## src/rtl/control_sequencer.sv

```systemverilog
// Hardwired control unit: runs the T0-T2 fetch, decodes ir[31:27] and issues one
// control step per clock to the DataPath strobes, register selects and ALU opcode.
module control_sequencer #(
    parameter bit HALT_ON_UNDEF = 1'b0
) (
    input  logic        clock,
    input  logic        clear,
    input  logic [31:0] ir,
    input  logic        con_ff,
    input  logic        stop,
    output logic        Gra,
    output logic        Grb,
    output logic        Grc,
    output logic        Rin,
    output logic        Rout,
    output logic        BAout,
    output logic        Cout,
    output logic        PCout,
    output logic        PCin,
    output logic        IncPC,
    output logic        MARin,
    output logic        MDRin,
    output logic        MDRout,
    output logic        Read,
    output logic        Write,
    output logic        IRin,
    output logic        Yin,
    output logic        Zin,
    output logic        Zhighout,
    output logic        Zlowout,
    output logic        HIin,
    output logic        HIout,
    output logic        LOin,
    output logic        LOout,
    output logic        CONin,
    output logic        InPortout,
    output logic        OutPortin,
    output logic [4:0]  alu_op,
    output logic        run,
    output logic [3:0]  step
);
    typedef enum logic [3:0] {
        S_RST  = 4'd0,
        S_T0   = 4'd1,
        S_T1   = 4'd2,
        S_T2   = 4'd3,
        S_T3   = 4'd4,
        S_T4   = 4'd5,
        S_T5   = 4'd6,
        S_T6   = 4'd7,
        S_T7   = 4'd8,
        S_HALT = 4'd15
    } state_t;

    localparam logic [4:0] OP_LD   = 5'b00000, OP_LDI  = 5'b00001, OP_ST   = 5'b00010;
    localparam logic [4:0] OP_ADD  = 5'b00011, OP_SHL  = 5'b01011, OP_ADDI = 5'b01100;
    localparam logic [4:0] OP_ORI  = 5'b01110, OP_DIV  = 5'b01111, OP_MUL  = 5'b10000;
    localparam logic [4:0] OP_NEG  = 5'b10001, OP_NOT  = 5'b10010, OP_BR   = 5'b10011;
    localparam logic [4:0] OP_JR   = 5'b10100, OP_IN   = 5'b10110, OP_OUT  = 5'b10111;
    localparam logic [4:0] OP_MFHI = 5'b11000, OP_MFLO = 5'b11001, OP_HALT = 5'b11011;

    state_t      state_q, state_d;
    logic [4:0]  opcode;
    logic        is_alu3, is_imm, is_muldiv, is_negnot, is_mem, is_br, is_undef;
    logic [2:0]  exec_len;
    logic [3:0]  last_step;
    logic        ir_unused;

    assign opcode    = ir[31:27];
    assign ir_unused = ^ir[26:0];

    assign is_alu3   = (opcode >= OP_ADD) && (opcode <= OP_SHL);
    assign is_imm    = (opcode >= OP_ADDI) && (opcode <= OP_ORI);
    assign is_muldiv = (opcode == OP_DIV) || (opcode == OP_MUL);
    assign is_negnot = (opcode == OP_NEG) || (opcode == OP_NOT);
    assign is_mem    = (opcode == OP_LD) || (opcode == OP_LDI) || (opcode == OP_ST);
    assign is_br     = (opcode == OP_BR);
    assign is_undef  = (opcode == 5'b10101) || (opcode >= 5'b11100);

    // Number of execute steps after T2; zero makes T2 the last step (nop, undefined-as-nop).
    always_comb begin
        exec_len = 3'd0;
        if (is_mem)
            exec_len = (opcode == OP_LDI) ? 3'd3 : 3'd5;
        else if (is_alu3 || is_imm)
            exec_len = 3'd3;
        else if (is_muldiv || is_br)
            exec_len = 3'd4;
        else if (is_negnot)
            exec_len = 3'd2;
        else if ((opcode == OP_JR) || (opcode == OP_IN) || (opcode == OP_OUT) ||
                 (opcode == OP_MFHI) || (opcode == OP_MFLO))
            exec_len = 3'd1;
    end

    assign last_step = 4'd3 + {1'b0, exec_len};

    always_ff @(posedge clock) begin
        if (!clear)
            state_q <= S_RST;
        else
            state_q <= state_d;
    end

    always_comb begin
        state_d = state_q;
        case (state_q)
            S_RST:  state_d = S_T0;
            S_T0:   state_d = S_T1;
            S_T1:   state_d = S_T2;
            S_HALT: state_d = S_HALT;
            default: begin
                if ((state_q == S_T2) &&
                    ((opcode == OP_HALT) || (is_undef && HALT_ON_UNDEF)))
                    state_d = S_HALT;
                else if (state_q == last_step)
                    state_d = stop ? S_HALT : S_T0;
                else
                    state_d = state_t'(state_q + 4'd1);
            end
        endcase
    end

    assign run  = (state_q != S_RST) && (state_q != S_HALT);
    assign step = state_q;

    always_comb begin
        Gra = 1'b0; Grb = 1'b0; Grc = 1'b0; Rin = 1'b0; Rout = 1'b0; BAout = 1'b0;
        Cout = 1'b0; PCout = 1'b0; PCin = 1'b0; IncPC = 1'b0; MARin = 1'b0;
        MDRin = 1'b0; MDRout = 1'b0; Read = 1'b0; Write = 1'b0; IRin = 1'b0;
        Yin = 1'b0; Zin = 1'b0; Zhighout = 1'b0; Zlowout = 1'b0; HIin = 1'b0;
        HIout = 1'b0; LOin = 1'b0; LOout = 1'b0; CONin = 1'b0; InPortout = 1'b0;
        OutPortin = 1'b0; alu_op = 5'd0;

        case (state_q)
            S_T0: begin PCout = 1'b1; MARin = 1'b1; IncPC = 1'b1; Zin = 1'b1; end
            S_T1: begin Zlowout = 1'b1; PCin = 1'b1; Read = 1'b1; MDRin = 1'b1; end
            S_T2: begin MDRout = 1'b1; IRin = 1'b1; end
            default: ;
        endcase

        // Execute steps; each class only ever reaches the steps it lists.
        if (is_alu3 || is_imm) begin
            case (state_q)
                S_T3: begin Grb = 1'b1; Rout = 1'b1; Yin = 1'b1; end
                S_T4: begin
                    if (is_alu3) begin Grc = 1'b1; Rout = 1'b1; end
                    else Cout = 1'b1;
                    Zin = 1'b1; alu_op = opcode;
                end
                S_T5: begin Zlowout = 1'b1; Gra = 1'b1; Rin = 1'b1; end
                default: ;
            endcase
        end else if (is_muldiv) begin
            case (state_q)
                S_T3: begin Gra = 1'b1; Rout = 1'b1; Yin = 1'b1; end
                S_T4: begin Grb = 1'b1; Rout = 1'b1; Zin = 1'b1; alu_op = opcode; end
                S_T5: begin Zlowout = 1'b1; LOin = 1'b1; end
                S_T6: begin Zhighout = 1'b1; HIin = 1'b1; end
                default: ;
            endcase
        end else if (is_negnot) begin
            case (state_q)
                S_T3: begin Grb = 1'b1; Rout = 1'b1; Zin = 1'b1; alu_op = opcode; end
                S_T4: begin Zlowout = 1'b1; Gra = 1'b1; Rin = 1'b1; end
                default: ;
            endcase
        end else if (is_mem) begin
            case (state_q)
                S_T3: begin Grb = 1'b1; BAout = 1'b1; Yin = 1'b1; end
                S_T4: begin Cout = 1'b1; Zin = 1'b1; alu_op = OP_ADD; end
                S_T5: begin
                    Zlowout = 1'b1;
                    if (opcode == OP_LDI) begin Gra = 1'b1; Rin = 1'b1; end
                    else MARin = 1'b1;
                end
                S_T6: begin
                    MDRin = 1'b1;
                    if (opcode == OP_ST) begin Gra = 1'b1; Rout = 1'b1; end
                    else Read = 1'b1;
                end
                S_T7: begin
                    if (opcode == OP_ST) Write = 1'b1;
                    else begin MDRout = 1'b1; Gra = 1'b1; Rin = 1'b1; end
                end
                default: ;
            endcase
        end else if (is_br) begin
            case (state_q)
                S_T3: begin Gra = 1'b1; Rout = 1'b1; CONin = 1'b1; end
                S_T4: begin PCout = 1'b1; Yin = 1'b1; end
                S_T5: begin Cout = 1'b1; Zin = 1'b1; alu_op = OP_ADD; end
                S_T6: begin Zlowout = 1'b1; PCin = con_ff; end
                default: ;
            endcase
        end else if (state_q == S_T3) begin
            case (opcode)
                OP_JR:   begin Gra = 1'b1; Rout = 1'b1; PCin = 1'b1; end
                OP_IN:   begin InPortout = 1'b1; Gra = 1'b1; Rin = 1'b1; end
                OP_OUT:  begin Gra = 1'b1; Rout = 1'b1; OutPortin = 1'b1; end
                OP_MFHI: begin HIout = 1'b1; Gra = 1'b1; Rin = 1'b1; end
                OP_MFLO: begin LOout = 1'b1; Gra = 1'b1; Rin = 1'b1; end
                default: ;
            endcase
        end
    end
endmodule

```

## config.mk

```make
export PLATFORM = sky130hd
export DESIGN_NAME = control_sequencer
export DESIGN_NICKNAME = d
export VERILOG_FILES = /design/src/rtl/control_sequencer.sv
export SDC_FILE = /design/constraint.sdc
export NUM_CORES = 1
export LEC_CHECK = 0
export ABC_AREA = 1
export BUFFER_PORTS_ARGS = -buffer_cell sky130_fd_sc_hd__buf_2
export CAP_MARGIN = 20
export CORE_MARGIN = 2
export CORE_UTILIZATION = 42
export DETAILED_ROUTE_END_ITERATION = 8
export GPL_TIMING_DRIVEN = 0
export PLACE_DENSITY = 0.8
export SYNTH_ARGS = -nofsm -noshare
export SYNTH_HDL_FRONTEND = slang
export SYNTH_SLANG_ARGS = --single-unit
```

## constraint.sdc

```tcl
create_clock -name clock -period 2.83 [get_ports clock]
set_input_delay 0.566 -clock clock [delete_from_list [all_inputs] [get_ports clock]]
set_output_delay 0.566 -clock clock [all_outputs]
set_load 0.05 [all_outputs]
```

==> impl.org <==
** Outcome
- Result of the run :: complete, no violations

** Power
- In this run, flip-flops and latches consume approximately a tenth of the power.
- The clock network is responsible for between 7 and 8% of the overall power.
- Part of the power in combinational logic :: approximately 83%
- The worst-case IR drop observed on VDD is about 0.9 mV.
- Proportion of total power due to net switching :: about 67%
- The analysis attributes to cell leakage a power of between 0.0007 and 0.0008 uW.
- Internal cell power :: 333 uW
- Summed over all nets, the switching power comes to between 600 and 700 uW.
- For this design the ratio of total power to cell area is approximately 700 nW/um^2.

** GRT
- Aggregate global-route resource usage :: about a quarter
- The first global-routing pass estimated just over 5 mm of wire.
- Entering global routing, the biggest net connects 11 pins.
- Overall overflow remaining after global route :: 0
- Number of antenna violations at the first check in global routing :: 0
- Via count of the first global-routing pass :: 1189

** Timing
- Number of failing hold endpoints at the final stage :: 0
- Setup violations remaining at the end of the flow were counted as 0.
- Largest clock skew in the final design :: about 0.0046 ns
- The number of slew-limit violations in the final report came to 0.
- Static timing analysis puts the maximum clock frequency at between 300 and 400 MHz.
- For the finished layout, the period the worst path requires is approximately 2.8 ns.
- Relative slew slack :: 73.5%
- Measured slew at the worst slew-check pin :: around 0.39 ns
- Final critical-path share of the clock period :: a little over nine tenths

** Routing
- Dividing the detail-routed wire length by the instance count gives 11.9 um.
- Antenna violation net count after detailed routing :: 0
- The final route contains approximately 1500 vias.
- Vias per cell :: approximately 5.3
- The final layout contains routed wiring with a total length of between 3 and 4 mm.
- For this run, design rule violations remaining after detail routing come to 0.
- The first TritonRoute pass finished after 4 iterations.
- In this run, the number of DRC markers left after iteration 0 of detailed routing was 45.

** Logic synthesis
- Register bit count reported by yosys :: 4
- The mapped netlist covers 1060 um^2.
- Most common cell in the netlist :: sky130_fd_sc_hd__nor2_1
- After Yosys synthesis, XOR and XNOR cells account for under 10% of the synthesized area.
- Sequential area share after synthesis :: 7.57%
- In the synthesized netlist, the number of instances is 200.
- Summing the areas of all fa, ha and maj instances in the mapped netlist gives under 10% of the synthesized area.
- Portion of synthesized cell area occupied by the leading cell type :: 12.8%
- The number of nets handed over by synthesis was ~240.
- Number of flops mapped to enable cells by yosys :: 0
- Simple-gate share of the synthesized area :: about half
- Distinct cell type count after synthesis :: 28
- Most instantiated cells after synthesis :: 36 x sky130_fd_sc_hd__nor2_1, 34 x sky130_fd_sc_hd__inv_1, 33 x sky130_fd_sc_hd__nand2_1
- Synth async-reset ratio :: 0%
- Post-synth top flop :: sky130_fd_sc_hd__dfxtp_1
- Multiplexer cells account for 0% of the synthesized area.
- Syn avg cell area :: between 5 and 6 um^2
- Ranked by total cell area, the synthesized netlist is headed by sky130_fd_sc_hd__nor2_1 13%, sky130_fd_sc_hd__inv_1 12%, sky130_fd_sc_hd__nand2_1 12%.
- After synthesis, the largest family of logic cells by area is simple AND/OR/NAND/NOR gates.
- Synth warnings :: 0
- Summing the areas of all compound-gate instances in the mapped netlist gives 16.5% of the synthesized area.
- The largest total area in the synthesized netlist belongs to sky130_fd_sc_hd__nor2_1.

** Floorplan
- Die span in x :: about 54 um
- Area of the die :: between 2000 and 3000 um^2
- I/O Pins :: 73
- DIE HEIGHT :: approximately 54 um
- For this configuration, the core starts out at a cell density of about 44%.
- Core box area :: about 2400 um^2
- Count of standard-cell rows :: 18

** Final layout
- The finished layout holds 281 standard cells, fillers aside.
- The number of antenna diodes in the final layout is 0.
- After filler insertion, the fill cell instance count of the layout stands at approximately 270.
- Cells fill approximately three fifths of the core in the end.
- Cells with a size suffix above 1 make up 36.3% of the layout.
- The register with the most flip-flops in the layout has 4 of them.
- Area growth, synth to finish :: 37.4%
- In the final design database the tool counted approximately 290 nets.

** Setup path
- Endpoint of the worst register-to-register path :: step[2]
- Data on the critical path is required at its endpoint by ~2.3 ns.
- Counting cells, the worst reg-to-reg path comes to 9.
- The setup path with the least slack is of type input pin to primary output.
- Critical Path Source Type :: input pin
- The most critical setup path has its endpoint at alu_op[0].
- STA puts the critical path data arrival time at 2.18 ns.
- CP endpoint kind :: primary output
- Largest fanout of any net on the critical path :: 6
- Setup slack of the worst register-to-register path :: between 1 and 1.5 ns
- Crit path from :: ir[30]
- The startpoint identified for the worst register-to-register timing path is step[0].

** Placement
- Final weighted congestion in routability-driven placement :: 0.903
- During placement, the flow inserted port buffers numbering between 40 and 50.
- In this run, placement finished with an instance count of 275.
- Summed over all nets, the half-perimeter wirelength after detailed placement is 2.64 mm.

** Worst hold path
- The worst hold path belongs to the class input pin to register.

** Clock network
- H-Tree Level Count :: 1
- Worst-path clk slew :: roughly 0.04 ns
- # clock sinks :: 4
- Number of buffers on the longest clock path :: 2
- Clock latency on the worst-skew pair, taken at its later pin, is 0.24 ns.
- Cell at the root of the clock tree :: sky130_fd_sc_hd__clkbuf_4
- TritonCTS built the clock tree.
- Number of clock buffers inserted by TritonCTS :: 3
- After clock tree synthesis, the flow added hold-fix buffers numbering 0.

** Run
- The tool flagged a number of max-cap violations equal to 0.
==> worst min path at each step <==
stage / start / to / slack [ns] / cells after the start
floorplan: clear / step[2] / 0.73 / 2
global placement: step[3] / step[2] / 0.61 / 2
detailed placement: step[3] / step[2] / 0.60 / 2
CTS: clear / step[2] / 0.59 / 3
global route: clear / step[2] / 0.62 / 3
finish: clear / step[2] / 0.60 / 3
==> through the flow <==
step | setup WS (ns) | TNS, ns | power, uW | hold slack [ns] | cell area, um^2
5_1_grt | -0.0163 | -0.0219 | 1090 | 0.622 | 1450
3_5_place_dp | -0.149 | -0.504 | 914 | 0.598 | 1370
3_3_place_gp | -0.0884 | -0.280 | 909 | 0.614 | 1370
2_1_floorplan | -0.166 | -0.770 | 749 | 0.729 | 1110
6_report | 0.0794 | 0 | 1010 | 0.599 | 1450
4_1_cts | 0.00821 | 0 | 992 | 0.593 | 1400
==> power groups by stage <==
stage | clock [uW] | sequential, uW | combinational, uW
floorplan | 0 | 150 | 598
global placement | 0 | 101 | 808
detailed placement | 0 | 101 | 812
CTS | 75.4 | 101 | 816
global route | 75.8 | 104 | 911
finish | 72.4 | 101 | 840
==> worst max-delay path, cell delays in order <==
cell                      delay [ns]
sky130_fd_sc_hd__buf_2          0.15
sky130_fd_sc_hd__nor2_4         0.15
sky130_fd_sc_hd__nand2_2        0.10
sky130_fd_sc_hd__nor2_4         0.19
sky130_fd_sc_hd__inv_4          0.08
sky130_fd_sc_hd__nand3_2        0.09
sky130_fd_sc_hd__nand2_2        0.11
sky130_fd_sc_hd__nor2_4         0.13
sky130_fd_sc_hd__inv_2          0.07
sky130_fd_sc_hd__a21oi_4        0.23
sky130_fd_sc_hd__o21ai_1        0.11
sky130_fd_sc_hd__buf_4          0.20
==> area by class of cell <==
type	count	area, um^2	area share, %
buffer	2	15.0	1.03
clock buffer	3	22.5	1.55
inverter	40	158	10.8
multi-input combinational	154	881	60.6
sequential	4	81.3	5.59
tap	30	37.5	2.58
timing repair buffer	48	259	17.8
==> cell usage in the layout, fill, tap and decap left out, types with 5 or more instances in the layout <==
| cell type | n |
|---|---|
| sky130_fd_sc_hd__inv_1 | 34 |
| sky130_fd_sc_hd__nand2_1 | 33 |
| sky130_fd_sc_hd__o21ai_1 | 5 |
| sky130_fd_sc_hd__nor3_2 | 5 |
| sky130_fd_sc_hd__nand3_1 | 20 |
| sky130_fd_sc_hd__nor2_4 | 5 |
| sky130_fd_sc_hd__buf_2 | 42 |
| sky130_fd_sc_hd__ha_1 | 5 |
| sky130_fd_sc_hd__a21oi_1 | 8 |
| sky130_fd_sc_hd__o21ai_0 | 6 |
| sky130_fd_sc_hd__buf_4 | 7 |
| sky130_fd_sc_hd__nor2_1 | 30 |
| sky130_fd_sc_hd__nor2_2 | 11 |
==> repair_timing <==
item,in CTS,in global routing
pin swaps,0,3
buffers inserted,0,3
setup endpoints to repair,7,13
gates resized for setup,2,14
endpoints found under the hold margin,0,0
==> per-layer routing <==
layer / track usage [%] / vias up / share of wire [%]
li1: - / 743 / -
met1: 30.1 / 663 / 43
met2: 42.0 / 71 / 48
met3: 1.39 / 6 / 7.0
met4: 5.83 / 0 / 1.2
met5: 0 / - / 0
==> cells by family (layout without fill, tap and decap cells) <==
| group | after synthesis | after routing |
|---|---|---|
| AO/OA/AOI/OAI | 29 | 29 |
| AND/OR/NAND/NOR | 115 | 115 |
| flip-flops | 4 | 4 |
| XOR/XNOR | 5 | 5 |
| buffers and inverters | 42 | 93 |
| adder cells (fa/ha/maj) | 5 | 5 |
Power figures use the tool's default switching activity.
